### config.mk
export PLATFORM = sky130hd
export DESIGN_NAME = instr_fetch_unit_flat
export DESIGN_NICKNAME = d
export VERILOG_FILES = /design/src/rtl/rv32i_opcodes.sv /design/src/rtl/instr_fetch_unit_if.sv /design/src/rtl/instr_fetch_unit.sv /design/src/flat_wrapper.sv
export SDC_FILE = /design/constraint.sdc
export NUM_CORES = 1
export LEC_CHECK = 0
export CAP_MARGIN = 20
export CELL_PAD_IN_SITES_DETAIL_PLACEMENT = 0
export CELL_PAD_IN_SITES_GLOBAL_PLACEMENT = 1
export CORE_MARGIN = 3
export CORE_UTILIZATION = 30
export DETAILED_ROUTE_END_ITERATION = 10
export PLACE_DENSITY_LB_ADDON = 0.05
export SLEW_MARGIN = 0
export SYNTH_ARGS = -nofsm -noshare
export SYNTH_HDL_FRONTEND = slang
export SYNTH_SLANG_ARGS = --single-unit
### constraint.sdc
create_clock -name clk -period 1.9 [get_ports clk]
set_input_delay 0.38 -clock clk [delete_from_list [all_inputs] [get_ports clk]]
set_output_delay 0.38 -clock clk [all_outputs]
set_load 0.005 [all_outputs]
### src/rtl/rv32i_opcodes.sv
// Shared RV32I opcode definitions.
//   rv32i_opcode_t : the seven-bit major opcode field, ir[6:0]
//   RV32I_NOP      : canonical NOP encoding (addi x0, x0, 0)
package rv32i_opcodes;

    typedef enum logic [6:0] {
        OP_LOAD   = 7'b0000011,
        OP_FENCE  = 7'b0001111,
        OP_IMM    = 7'b0010011,
        OP_AUIPC  = 7'b0010111,
        OP_STORE  = 7'b0100011,
        OP_REG    = 7'b0110011,
        OP_LUI    = 7'b0110111,
        OP_BRANCH = 7'b1100011,
        OP_JALR   = 7'b1100111,
        OP_JAL    = 7'b1101111,
        OP_SYSTEM = 7'b1110011
    } rv32i_opcode_t;

    localparam logic [31:0] RV32I_NOP = 32'h0000_0013;

endpackage

### src/rtl/instr_fetch_unit_if.sv
// Instruction-memory read bus (req/ack handshake).
//   req   : read request, held until ack
//   addr  : read address, stable while req=1
//   rdata : read data, valid when ack=1
//   ack   : request complete; only meaningful while req=1
// master = fetch unit, slave = instruction memory.
interface instr_fetch_unit_if #(
    parameter int WIDTH = 32
);
    logic             req;
    logic [WIDTH-1:0] addr;
    logic [WIDTH-1:0] rdata;
    logic             ack;

    modport master (output req, output addr, input rdata, input ack);
    modport slave  (input req, input addr, output rdata, output ack);
endinterface

### src/rtl/instr_fetch_unit.sv
// Fetch unit for the multicycle RV32I core: owns the fetch PC and the
// instruction register, issues one memory read per fetch_start and handles
// JAL/JALR redirects, squashing any access that is in flight.
// Ports:
//   clk, rst            : clock, synchronous active-high reset
//   fetch_start         : start one fetch (only honoured while idle)
//   jumping/jump_target : redirect strobe and target address
//   imem                : instruction-memory bus (master side)
//   ir, opcode          : current instruction and its opcode field
//   pc, pc_plus_4       : address of ir and its sequential successor
//   fetch_done          : one-cycle pulse when ir/pc were updated
//   misaligned          : sticky, a redirect target had bit 1 set
// Only WIDTH=32 is supported.
module instr_fetch_unit
    import rv32i_opcodes::*;
#(
    parameter int               WIDTH    = 32,
    parameter logic [WIDTH-1:0] RESET_PC = '0
) (
    input  logic                clk,
    input  logic                rst,
    input  logic                fetch_start,
    input  logic                jumping,
    input  logic [WIDTH-1:0]    jump_target,
    instr_fetch_unit_if.master  imem,
    output logic [WIDTH-1:0]    ir,
    output rv32i_opcode_t       opcode,
    output logic [WIDTH-1:0]    pc,
    output logic [WIDTH-1:0]    pc_plus_4,
    output logic                fetch_done,
    output logic                misaligned
);

    typedef enum logic {
        IDLE     = 1'b0,
        WAIT_ACK = 1'b1
    } fetch_state_t;

    fetch_state_t     state_q, state_d;
    logic [WIDTH-1:0] fetch_pc_q, fetch_pc_d;
    logic [WIDTH-1:0] pc_q, pc_d;
    logic [WIDTH-1:0] ir_q, ir_d;
    logic [WIDTH-1:0] pending_q, pending_d;
    logic             squash_q, squash_d;
    logic             fetch_done_q, fetch_done_d;
    logic             misaligned_q, misaligned_d;

    logic [WIDTH-1:0] target;
    logic             unused_jump_bit0;

    // JALR clears bit 0 of the computed target; bit 1 is kept so that a
    // misaligned target is still visible in fetch_pc.
    assign target           = {jump_target[WIDTH-1:1], 1'b0};
    assign unused_jump_bit0 = jump_target[0];

    always_comb begin
        state_d      = state_q;
        fetch_pc_d   = fetch_pc_q;
        pc_d         = pc_q;
        ir_d         = ir_q;
        pending_d    = pending_q;
        squash_d     = squash_q;
        fetch_done_d = 1'b0;
        misaligned_d = misaligned_q | (jumping & jump_target[1]);

        unique case (state_q)
            IDLE: begin
                if (jumping) begin
                    fetch_pc_d = target;
                end
                // misaligned_d is used so a misaligned redirect arriving with
                // fetch_start never issues a fetch at the bad address.
                if (fetch_start && !misaligned_d) begin
                    state_d = WAIT_ACK;
                end
            end
            WAIT_ACK: begin
                if (jumping && imem.ack) begin
                    // Data returned in the redirect cycle belongs to the old
                    // path: drop it and re-issue straight at the new target.
                    fetch_pc_d = target;
                    squash_d   = 1'b0;
                    if (misaligned_d) begin
                        state_d = IDLE;
                    end
                end else if (jumping) begin
                    // Access still in flight: remember the target and discard
                    // whatever comes back for the old address.
                    pending_d = target;
                    squash_d  = 1'b1;
                end else if (imem.ack && squash_q) begin
                    fetch_pc_d = pending_q;
                    squash_d   = 1'b0;
                    if (misaligned_q) begin
                        state_d = IDLE;
                    end
                end else if (imem.ack) begin
                    ir_d         = imem.rdata;
                    pc_d         = fetch_pc_q;
                    fetch_pc_d   = fetch_pc_q + WIDTH'(4);
                    fetch_done_d = 1'b1;
                    state_d      = IDLE;
                end
            end
            default: state_d = IDLE;
        endcase
    end

    always_ff @(posedge clk) begin
        if (rst) begin
            state_q      <= IDLE;
            fetch_pc_q   <= RESET_PC;
            pc_q         <= RESET_PC;
            ir_q         <= RV32I_NOP;
            pending_q    <= RESET_PC;
            squash_q     <= 1'b0;
            fetch_done_q <= 1'b0;
            misaligned_q <= 1'b0;
        end else begin
            state_q      <= state_d;
            fetch_pc_q   <= fetch_pc_d;
            pc_q         <= pc_d;
            ir_q         <= ir_d;
            pending_q    <= pending_d;
            squash_q     <= squash_d;
            fetch_done_q <= fetch_done_d;
            misaligned_q <= misaligned_d;
        end
    end

    assign imem.req   = (state_q == WAIT_ACK);
    assign imem.addr  = fetch_pc_q;
    assign ir         = ir_q;
    assign opcode     = rv32i_opcode_t'(ir_q[6:0]);
    assign pc         = pc_q;
    assign pc_plus_4  = pc_q + WIDTH'(4);
    assign fetch_done = fetch_done_q;
    assign misaligned = misaligned_q;

endmodule
### src/flat_wrapper.sv
// flat-port wrapper written by rule: the top's interface ports become plain ports
module instr_fetch_unit_flat import rv32i_opcodes::*;
#(
    parameter int               WIDTH    = 32,
    parameter logic [WIDTH-1:0] RESET_PC = '0
)
  (clk, rst, fetch_start, jumping, jump_target, ir, opcode, pc, pc_plus_4, fetch_done, misaligned, imem_req, imem_addr, imem_rdata, imem_ack);
  instr_fetch_unit_if #(.WIDTH(WIDTH)) imem_i ();
  input  logic clk;
  input  logic rst;
  input  logic fetch_start;
  input  logic jumping;
  input  logic [WIDTH-1:0] jump_target;
  output logic [WIDTH-1:0] ir;
  output rv32i_opcode_t opcode;
  output logic [WIDTH-1:0] pc;
  output logic [WIDTH-1:0] pc_plus_4;
  output logic fetch_done;
  output logic misaligned;
  output wire logic [$bits(imem_i.req)-1:0] imem_req;
  output wire logic [$bits(imem_i.addr)-1:0] imem_addr;
  input wire logic [$bits(imem_i.rdata)-1:0] imem_rdata;
  input wire logic [$bits(imem_i.ack)-1:0] imem_ack;
  assign imem_req = imem_i.req;
  assign imem_addr = imem_i.addr;
  assign imem_i.rdata = imem_rdata;
  assign imem_i.ack = imem_ack;
  instr_fetch_unit #(.WIDTH(WIDTH), .RESET_PC(RESET_PC)) u_core (.clk(clk), .rst(rst), .fetch_start(fetch_start), .jumping(jumping), .jump_target(jump_target), .imem(imem_i), .ir(ir), .opcode(opcode), .pc(pc), .pc_plus_4(pc_plus_4), .fetch_done(fetch_done), .misaligned(misaligned));
endmodule
# After elaboration in Yosys (flattened, before gate mapping)
# Cells that the tools add are included.
[totals]
regBits = 131
in_bits = 69
out_inout_bits = 138
elab_cells = 47
[classes]
n_addsub = 2
n_eq_ne = 3
muxes = 18
bitwise_logic = 6
n_reduce_logical = 10
[ops]
columns = ["operator", "n"]
rows = [
  ["32-bit two-way mux", 5],
  ["32-bit by 3-bit adder with 32-bit output, second input constant", 2],
  ["32-bit one-hot mux with 2 select lines", 1],
  ["1-bit two-way mux", 11],
  ["3-bit AND reduction", 2],
  ["5-bit AND reduction", 1],
  ["5-bit OR reduction", 1],
  ["4-bit inequality test, second input constant", 1],
  ["1-bit NOT", 4],
  ["1-bit logical AND", 3],
  ["3-bit inequality test, second input constant", 1],
  ["3-bit nonzero test", 1],
  ["2-bit inequality test, second input constant", 1],
  ["1-bit one-hot mux with 2 select lines", 1],
  ["2-bit AND reduction", 1],
  ["1-bit AND", 1],
  ["1-bit zero test", 1],
  ["1-bit bitwise OR", 1],
]

# Longest topological paths before layout
# Gate-level depths: netlist of the first run.
[logic_depth]
depth_word = 6
depth_mapped = 7
depth_no_buf = 6

# Worst setup path after synthesis of the first run
# OpenSTA, ideal clock, no wires.
[synth_timing]
path_kind = "register -> output"
start = "register u_core.pc_q[2], in the netlist u_core.pc[2]"
end = "output pc_plus_4[28]"
arrival_ns = 1.671
required_ns = 1.520
slack_ns = -0.151
path_stages_with_launch = 7
path_buffers = 0
path_cell_list = "dfxtp_1 -> ha_1 -> inv_1 -> nor4_4 -> nand4_1 -> nor4_2 -> xor2_1"
[synth_via]
elab_chain_cells = 1
[synth_lines]
columns = ["item", "line_no", "source"]
rows = [
  ["start: declaration", "instr_fetch_unit.sv:41", "logic [WIDTH-1:0] pc_q, pc_d;"],
  ["start signal: assignment", "instr_fetch_unit.sv:122", "pc_q <= pc_d;"],
  ["32-bit by 3-bit adder with 32-bit output", "instr_fetch_unit.sv:136", "assign pc_plus_4 = pc_q + WIDTH'(4);"],
  ["end: declaration", "flat_wrapper.sv:17", "output logic [WIDTH-1:0] pc_plus_4;"],
]
# Every way passes these cells.

# Final worst setup path of the first run
[layout_timing]
start = "register u_core.pc_q[13], in the netlist u_core.pc[13]"
end = "output pc_plus_4[24]"
# Same word-level chain as after synthesis.

==> results of run 1 <==
[area by class of cell]
cell class	count	area share [%]
Clock buffer	20	4.50
Clock inverter	12	1.05
Inverter	11	0.398
Multi-Input combinational cell	631	35.3
Sequential cell	129	25.3
Tap cell	270	3.26
Timing Repair Buffer	350	30.2
[routing by layer]
metal  track usage [%]  part of all wire [%]  vias up
met2              29.6                    45      179
li1                  -                     -     3496
met4              4.79                   1.2        0
met3              4.84                   5.4       19
met5                 0                     0        -
met1              26.8                    48     3083
[worst max path at each step]
stage          slack (ps)                       start             to
6_report             -660  u_core.pc[13]$_SDFFE_PP0P_  pc_plus_4[24]
5_1_grt              -780  u_core.pc[12]$_SDFFE_PP0P_  pc_plus_4[24]
4_1_cts              -730  u_core.pc[11]$_SDFFE_PP0P_  pc_plus_4[28]
3_5_place_dp         -650   u_core.pc[8]$_SDFFE_PP0P_  pc_plus_4[28]
3_3_place_gp         -620   u_core.pc[8]$_SDFFE_PP0P_  pc_plus_4[28]
2_1_floorplan         -40  u_core.pc[15]$_SDFFE_PP0P_  pc_plus_4[28]
[worst max-delay path, cell delays in order (launching register included)]
cell and delay, ps:
dfxtp_2 320, nand4_1 140, buf_4 180, nor4_4 330, nand4_1 160, buf_4 190
buf_6 120, nor2_4 70, xor2_1 130, buf_2 120
[kinds of logic after synthesis]
family,Yosys count,share of synthesized area (%)
and+or+nand+nor,366,27.1
AOI/OAI and AO/OA,214,19.5
DFF,129,40.5
buffers and inverters,77,6.04
xor gates and xnor gates,40,5.49
muxes,6,0.961
adders and majority gates,2,0.392
other,1,0.0588
[stage by stage]
step                      TNS (ps)  instance area [µm²]  power, W  std cells
final                        -9600                10400   0.00716       1423
after global routing        -12480                10400   0.00749       1423
after CTS                   -11160                10200   0.00725       1419
after detailed placement    -21710                 9430   0.00407       1368
after global placement      -20110                 9430   0.00407       1368
after floorplan              -40.0                 6420   0.00341        837
[state kept, by name, indices dropped and copies added, names as in the netlist]
signal	count
u_core.fetch_done	1
u_core.imem.addr	31
u_core.imem.req	1
u_core.ir	32
u_core.misaligned	1
u_core.pc	31
u_core.pending_q	31
u_core.squash_q	1
[repair_timing]
item / CTS / global route
resized for setup: 151 / 45
setup endpoints to repair: 35 / 40
pin swaps: 25 / 27
buffers inserted: 19 / 12
[power groups by stage]
stage                     logic [W]  registers (W)  clock network, W
after floorplan            0.000438        0.00298                 0
after global placement      0.00110        0.00297                 0
after detailed placement    0.00110        0.00297                 0
after CTS                   0.00110        0.00292           0.00324
after global routing        0.00120        0.00294           0.00336
final                       0.00109        0.00292           0.00315
[synthesized netlist by cell type, types with 3 or more instances]
| master | n |
|---|---|
| nand3_1 | 27 |
| buf_4 | 12 |
| nand4_1 | 16 |
| o221ai_1 | 5 |
| and3_1 | 11 |
| clkbuf_1 | 41 |
| a211oi_1 | 8 |
| nand2_1 | 231 |
| o21a_1 | 5 |
| nor3_1 | 17 |
| o22ai_1 | 4 |
| dfxtp_1 | 129 |
| a2bb2oi_1 | 5 |
| or3_1 | 3 |
| nand2b_1 | 4 |
| clkbuf_8 | 4 |
| a31oi_1 | 3 |
| a221oi_1 | 6 |
| mux2i_1 | 5 |
| nor4_4 | 4 |
| o21ai_1 | 3 |
| nor2_1 | 27 |
| buf_2 | 9 |
| o21ai_0 | 27 |
| and4_1 | 4 |
| xor2_1 | 13 |
| nor4_1 | 5 |
| a21oi_1 | 128 |
| xnor2_1 | 27 |
| inv_1 | 10 |
==> impl_metrics.json, run 1 <==
{
  "row_count": 52,
  "reg2regPathDepth": 6,
  "cts.sinks": 129,
  "crit_required_ps": 1520,
  "start_util_pct": 31.0,
  "grt_first_pass_wirelength_um": 36400,
  "first_pass_iters": 5,
  "cts_tree": "yes",
  "synthTopCellsByArea": "dfxtp_1, nand2_1, a21oi_1",
  "dieArea_um2": 23100,
  "synth_area_per_cell_um2": 7.64,
  "synth_edf_count": 0,
  "post-place-ws_ps": -653,
  "seqPwrFrac_pct": 40.8,
  "cts.clk_slew.worst_paths_ps": 60,
  "critical_path.endpoint_type": "output port",
  "crit_type": "flip-flop to output port",
  "root_buffer": "clkbuf_16",
  "grt_pass1_vias": 6680,
  "p_clk_share_pct": 43.9,
  "antenna_found_initial": 0,
  "min_path_type": "primary input to flip-flop",
  "r2r_end": "u_core.imem.addr[20]$_SDFFE_PP0P_",
  "clk_path_buf_depth": 2,
  "cellPowerDensity_nw_per_um2": 691,
  "max_clock_freq_mhz": 391,
  "layout_common_cells": "nand2_1, clkdlybuf4s50_1, a21oi_1",
  "ys_seq_elements": 129,
  "ant_nets": 0,
  "layout_commonest_cell": "nand2_1",
  "synthArstFlopShare_pct": 0,
  "routabilityCongestion": 0.794,
  "status": "finished, violations left",
  "holdPathStages": 2,
  "crit-reg2reg-launch": "u_core.imem.addr[2]$_SDFFE_PP0P_",
  "min_to": "u_core.fetch_done$_SDFF_PP0_",
  "multi_input_area_um2": 3650,
  "vdd_drop_max_v": 0.000616,
  "n_fill_cell": 2088,
  "startpoint_type": "flip-flop",
  "gr-total-overflow": 0,
  "die_w_um": 152,
  "die_y_um": 152,
  "vias": 6777,
  "p_leak_nw": 4.15,
  "synth_cell_type_count": 60,
  "finalSetupViolCount": 24,
  "rsz0062_at_grt": "true",
  "max_cap_violations": 0,
  "grt_max_degree": 47,
  "netlist_instances": 835,
  "drv_slew": 0,
  "syn2layout_area_growth_pct": 62.5,
  "p_sw_w": 0.00187,
  "fin_util_pct": 50.4,
  "yosysSeqAreaShare_pct": 40.5,
  "coreArea_um2": 20600,
  "drc": 0,
  "synth_area_leader_cell": "dfxtp_1",
  "io_pins": 207,
  "track_usage_pct": 19.1,
  "avgRoutedWirePerCell_um": 15.9,
  "yosys_warnings": 0,
  "setup_slack_ps": -659,
  "wirelength_um": 22700,
  "hold_slack_ps": 307,
  "viasPerCell": 4.76,
  "antennaDiodeCount": 0,
  "numCtsBuffers": 17,
  "swShare_pct": 26.1,
  "hpwl_um": 16400,
  "port_buffers": 202,
  "period_share_pct": 135,
  "reg2reg_setup_slack_ps": 70,
  "layout-drive-gt1-share_pct": 24.5,
  "sequential_cell_area_um2": 2620,
  "finClkSkew_ps": 6.51,
  "htree_levels": 4,
  "violations": "setup timing",
  "netlist_area_um2": 6380,
  "insertion_delay_ps": 420,
  "synth_top_area_share_pct": 40.5,
  "internal_power_w": 0.00529,
  "first_iter_violations": 343,
  "nets": 1211,
  "hold_viol_final": 0,
  "min_period_ps": 2560,
  "synth-main-ff-cell": "dfxtp_1",
  "crit_arrival_ps": 2180,
  "crit_fanout": 3,
  "hp-start": "rst",
  "cts_hold_buf": 0,
  "pwr-share-comb_pct": 15.3
}
(Power assumes the default switching activity.)
==> inputs of run 2 (changes only) <==
- CORE_ASPECT_RATIO: not set -> 1.25
- SLEW_MARGIN: 0 -> 25
==> run 2 against run 1 <==
Effect of this change: the flow still finishes with violations (setup timing); die area about the same; clock skew decreased by 0.61 ps; fmax increased by 2.9%; worst hold slack got worse by 1.1 ps; final area increased by 0.54%; clock-buffer cell count increased by 1; total power increased by 4.8%; non-clock buffer count decreased by 3; sequential cell count unchanged; critical endpoint is now pc_plus_4[28].
==> impl_metrics.json, run 2 (same netlist as run 1, synthesis figures left out) <==
{
  "place_area_um2": 9440,
  "period_share_pct": 131,
  "antenna_found_initial": 0,
  "antennaDiodeCount": 0,
  "insertion_delay_ps": 420,
  "crit_required_ps": 1520,
  "io_pins": 207,
  "hold_viol_final": 0,
  "die_w_um": 136,
  "setup_slack_ps": -587,
  "max_clock_freq_mhz": 402,
  "clk_path_buf_depth": 2,
  "vias": 6808,
  "seqPwrFrac_pct": 38.8,
  "drv_slew": 0,
  "cts_tree": "yes",
  "syn2layout_area_growth_pct": 63.3,
  "cpMaxStageDelayCell": "dfxtp_2",
  "die_y_um": 169,
  "htree_levels": 4,
  "rsz0062_at_grt": "true",
  "p_sw_w": 0.00189,
  "ant_nets": 0,
  "grt_pass1_vias": 6515,
  "status": "finished, violations left",
  "startpoint_type": "flip-flop",
  "first_pass_iters": 4,
  "p_clk_share_pct": 46.6,
  "viasPerCell": 4.78,
  "post-place-ws_ps": -656,
  "cts.sinks": 129,
  "start_util_pct": 30.5,
  "hpwl_um": 16100,
  "cellPowerDensity_nw_per_um2": 720,
  "row_count": 59,
  "crit_type": "flip-flop to output port",
  "internal_power_w": 0.00561,
  "layout-drive-gt1-share_pct": 24.7,
  "dieArea_um2": 23100,
  "avgRoutedWirePerCell_um": 15.5,
  "cts.clk_slew.worst_paths_ps": 60,
  "max_cap_violations": 0,
  "numCtsBuffers": 17,
  "critical_path.cell_chain": "nand4_1 -> buf_4 -> nor4_4 -> buf_4 -> nand4_1 -> buf_6 -> nor4_4 -> xor2_1 -> buf_2",
  "slowest_delay_ps": 320,
  "crit_fanout": 4,
  "grt_max_degree": 59,
  "gr-total-overflow": 0,
  "nets": 1208,
  "drc": 0,
  "swShare_pct": 25.2,
  "finalSetupViolCount": 25,
  "cts_hold_buf": 0,
  "coreArea_um2": 20900,
  "fin_util_pct": 49.9,
  "grt_first_pass_wirelength_um": 34900,
  "wirelength_um": 22000,
  "min_period_ps": 2490,
  "pwr-share-comb_pct": 14.6,
  "design_area_um2": 10400,
  "critical_path.endpoint_type": "output port",
  "finalSetupTns_ps": -9230,
  "crit_arrival_ps": 2110,
  "layout_commonest_cell": "nand2_1",
  "vdd_drop_max_v": 0.000521,
  "violations": "setup timing",
  "fin_total_pwr_w": 0.00750,
  "root_buffer": "clkbuf_16",
  "finClkSkew_ps": 5.90,
  "routabilityCongestion": 0.796,
  "min_path_type": "primary input to flip-flop",
  "layout_common_cells": "nand2_1, clkdlybuf4s50_1, a21oi_1",
  "p_leak_nw": 4.14,
  "first_iter_violations": 273,
  "largest_reg_flops": 32,
  "port_buffers": 202,
  "track_usage_pct": 19.0
}
## run 2: per-layer routing
layer	global-route usage [%]	part of all wire, %
met1	24.6	46
met2	31.6	47
met3	4.85	6.0
met4	4.65	0.90
met5	0	0
## run 2: stage by stage
stage               hold slack (ps)  cells
floorplan                       431    837
global placement                438   1369
detailed placement              444   1369
CTS                             287   1418
global route                    307   1424
finish                          306   1424
## run 2: final cells by class
class,count,area [µm²]
Timing Repair Buffer,347,3140
Fill cell,2112,10500
Multi-Input combinational cell,631,3630
Clock buffer,21,482
Tap cell,274,343
Inverter,11,41.3
Sequential cell,129,2630
Clock inverter,11,153
## run 2: power by group through the flow
stage | registers (W) | logic [W] | clock network (W)
2_1_floorplan | 0.00298 | 0.000438 | 0
3_3_place_gp | 0.00297 | 0.00111 | 0
3_5_place_dp | 0.00297 | 0.00110 | 0
4_1_cts | 0.00291 | 0.00111 | 0.00358
5_1_grt | 0.00293 | 0.00120 | 0.00370
6_report | 0.00291 | 0.00110 | 0.00349
## run 2: repair_timing
action / in CTS / in global routing
setup buffers: 17 / 9
endpoints found under the setup margin: 33 / 40
pin swaps: 23 / 24
gates resized for setup: 146 / 57
endpoints found under the hold margin: 0 / 0
## run 2: worst paths after layout
| kind | from | endpoint | slack (ps) | cells past startpoint |
|---|---|---|---|---|
| worst max-delay path | u_core.pc[15]$_SDFFE_PP0P_ | pc_plus_4[28] | -590 | 9 |
| worst min-delay path | rst | u_core.pending_q[26]$_SDFFE_PP0P_ | 310 | 2 |
| worst max register to register | u_core.imem.addr[2]$_SDFFE_PP0P_ | u_core.imem.addr[31]$_SDFFE_PP0P_ | 100 | 8 |
| worst min register to register | u_core.pending_q[22]$_SDFFE_PP0P_ | u_core.pending_q[22]$_SDFFE_PP0P_ | 450 | 2 |
## run 2: critical path: cells and delay by family (launching register included)
family                    cells  cell delay (ps)
DFF                           1              320
and+or+nand+nor               4              590
buffers and inverters         4              620
xor gates and xnor gates      1              150
==> inputs of run 3 (changes only) <==
- CELL_PAD_IN_SITES_DETAIL_PLACEMENT: 0 -> not set
- CELL_PAD_IN_SITES_GLOBAL_PLACEMENT: 1 -> not set
- CORE_UTILIZATION: 30 -> 40
==> run 3 against run 2 <==
Effect of this change: the flow still finishes with violations (setup timing); largest cell class unchanged; clock power down 5%; global-route usage rose by 3.7 points; clock skew up 7.0 ps.
==> impl_metrics.json, run 3 (same netlist as run 1, synthesis figures left out) <==
{
  "status": "finished, violations left",
  "violations": "setup timing",
  "largest_reg_flops": 32,
  "insertion_delay_ps": 420,
  "ant_nets": 0,
  "finClkSkew_ps": 12.9,
  "hold_slack_ps": 452,
  "avgRoutedWirePerCell_um": 15.0,
  "hpwl_um": 14400,
  "layout_commonest_cell": "nand2_1",
  "setup_slack_ps": -698,
  "vdd_drop_max_v": 0.000538,
  "port_buffers": 202,
  "root_buffer": "clkbuf_16",
  "max_cap_violations": 0,
  "crit_required_ps": 1520,
  "max_clock_freq_mhz": 385,
  "first_iter_violations": 303,
  "io_pins": 207,
  "row_count": 51,
  "clk_path_buf_depth": 2,
  "min_path_type": "flip-flop to flip-flop",
  "gr-total-overflow": 0,
  "layout-drive-gt1-share_pct": 23.5,
  "die_y_um": 147,
  "crit_fanout": 3,
  "numCtsBuffers": 17,
  "startpoint": "u_core.pc[8]$_SDFFE_PP0P_",
  "rsz0062_at_grt": "true",
  "crit_type": "flip-flop to output port",
  "p_leak_nw": 4.05,
  "crit-reg2reg-launch": "u_core.imem.addr[15]$_SDFFE_PP0P_",
  "grt_max_degree": 48,
  "cts.clk_slew.worst_paths_ps": 50,
  "grt_first_pass_wirelength_um": 32800,
  "drv_slew": 0,
  "startpoint_type": "flip-flop",
  "hp-start": "u_core.ir[10]$_SDFFE_PP0P_",
  "coreArea_um2": 15600,
  "nets": 1202,
  "die_w_um": 119,
  "wirelength_um": 20300,
  "htree_levels": 4,
  "crit_arrival_ps": 2220,
  "cts_tree": "yes",
  "min_period_ps": 2600,
  "track_usage_pct": 22.7,
  "period_share_pct": 137,
  "viasPerCell": 5.05,
  "fin_total_pwr_w": 0.00728,
  "vias": 6840,
  "dieArea_um2": 17500,
  "layout_common_cells": "nand2_1, clkdlybuf4s50_1, a21oi_1",
  "hold_viol_final": 0,
  "syn2layout_area_growth_pct": 61.2,
  "critical_path.endpoint_type": "output port",
  "grt_pass1_vias": 6567,
  "drc": 0,
  "first_pass_iters": 6,
  "finalSetupViolCount": 24,
  "antennaDiodeCount": 0,
  "cellPowerDensity_nw_per_um2": 708,
  "routabilityCongestion": 0.808,
  "cts.sinks": 129,
  "start_util_pct": 40.8,
  "antenna_found_initial": 0
}
[run 3: power by group]
group	leakage [nW]	switching (W)	total (W)	internal [W]
combinational	2.70	0.000496	0.00108	0.000579
clock	0.286	0.00119	0.00330	0.00210
sequential	1.06	0.0000963	0.00291	0.00281
total	4.05	0.00179	0.00728	0.00549
[run 3: per-stage QoR]
step	TNS (ps)	std cells	setup slack [ps]	area [µm²]	utilization, %
3_3_place_gp	-20990	1300	-618	9350	59.8
2_1_floorplan	-40.0	837	-40.0	6420	-
3_5_place_dp	-23390	1300	-651	9350	59.8
5_1_grt	-14590	1355	-879	10300	65.8
4_1_cts	-12870	1352	-812	10200	65.2
6_report	-11290	1355	-698	10300	65.8
[run 3: metal layers]
metal / vias up / wire length, µm / track usage, %
met5: - / 0 / 0
met4: 0 / 236 / 6.26
met3: 20 / 1360 / 6.66
met2: 234 / 9940 / 38.0
met1: 3104 / 8760 / 28.6
li1: 3482 / - / -
[run 3: final cells by class]
cell class | instances | area [µm²]
Clock buffer | 23 | 499
Clock inverter | 8 | 101
Fill cell | 1391 | 5350
Inverter | 11 | 41.3
Multi-Input combinational cell | 631 | 3630
Sequential cell | 129 | 2620
Tap cell | 212 | 265
Timing Repair Buffer | 341 | 3120
[run 3: worst max-delay path, cell delays in order (launching register included)]
cell	delay, ps
dfxtp_4	340
nand4_1	110
buf_4	160
nor4_4	250
buf_4	160
buf_4	100
buf_6	80
buf_6	90
buf_4	90
and3_4	170
xor2_1	120
buf_2	130
[run 3: repair_timing]
action                                  4_1_cts  5_1_grt
setup buffers                                21       11
hold buffers                                  0        0
gates resized for setup                     156       26
endpoints found under the setup margin       30       45
pin swaps                                    35       31
[run 3: worst paths after layout]
path,to,slack (ps),cells after the start
max,pc_plus_4[20],-700,11
min,u_core.ir[10]$_SDFFE_PP0P_,450,2
max reg2reg,u_core.imem.addr[20]$_SDFFE_PP0P_,90,5
min reg2reg,u_core.ir[10]$_SDFFE_PP0P_,450,2
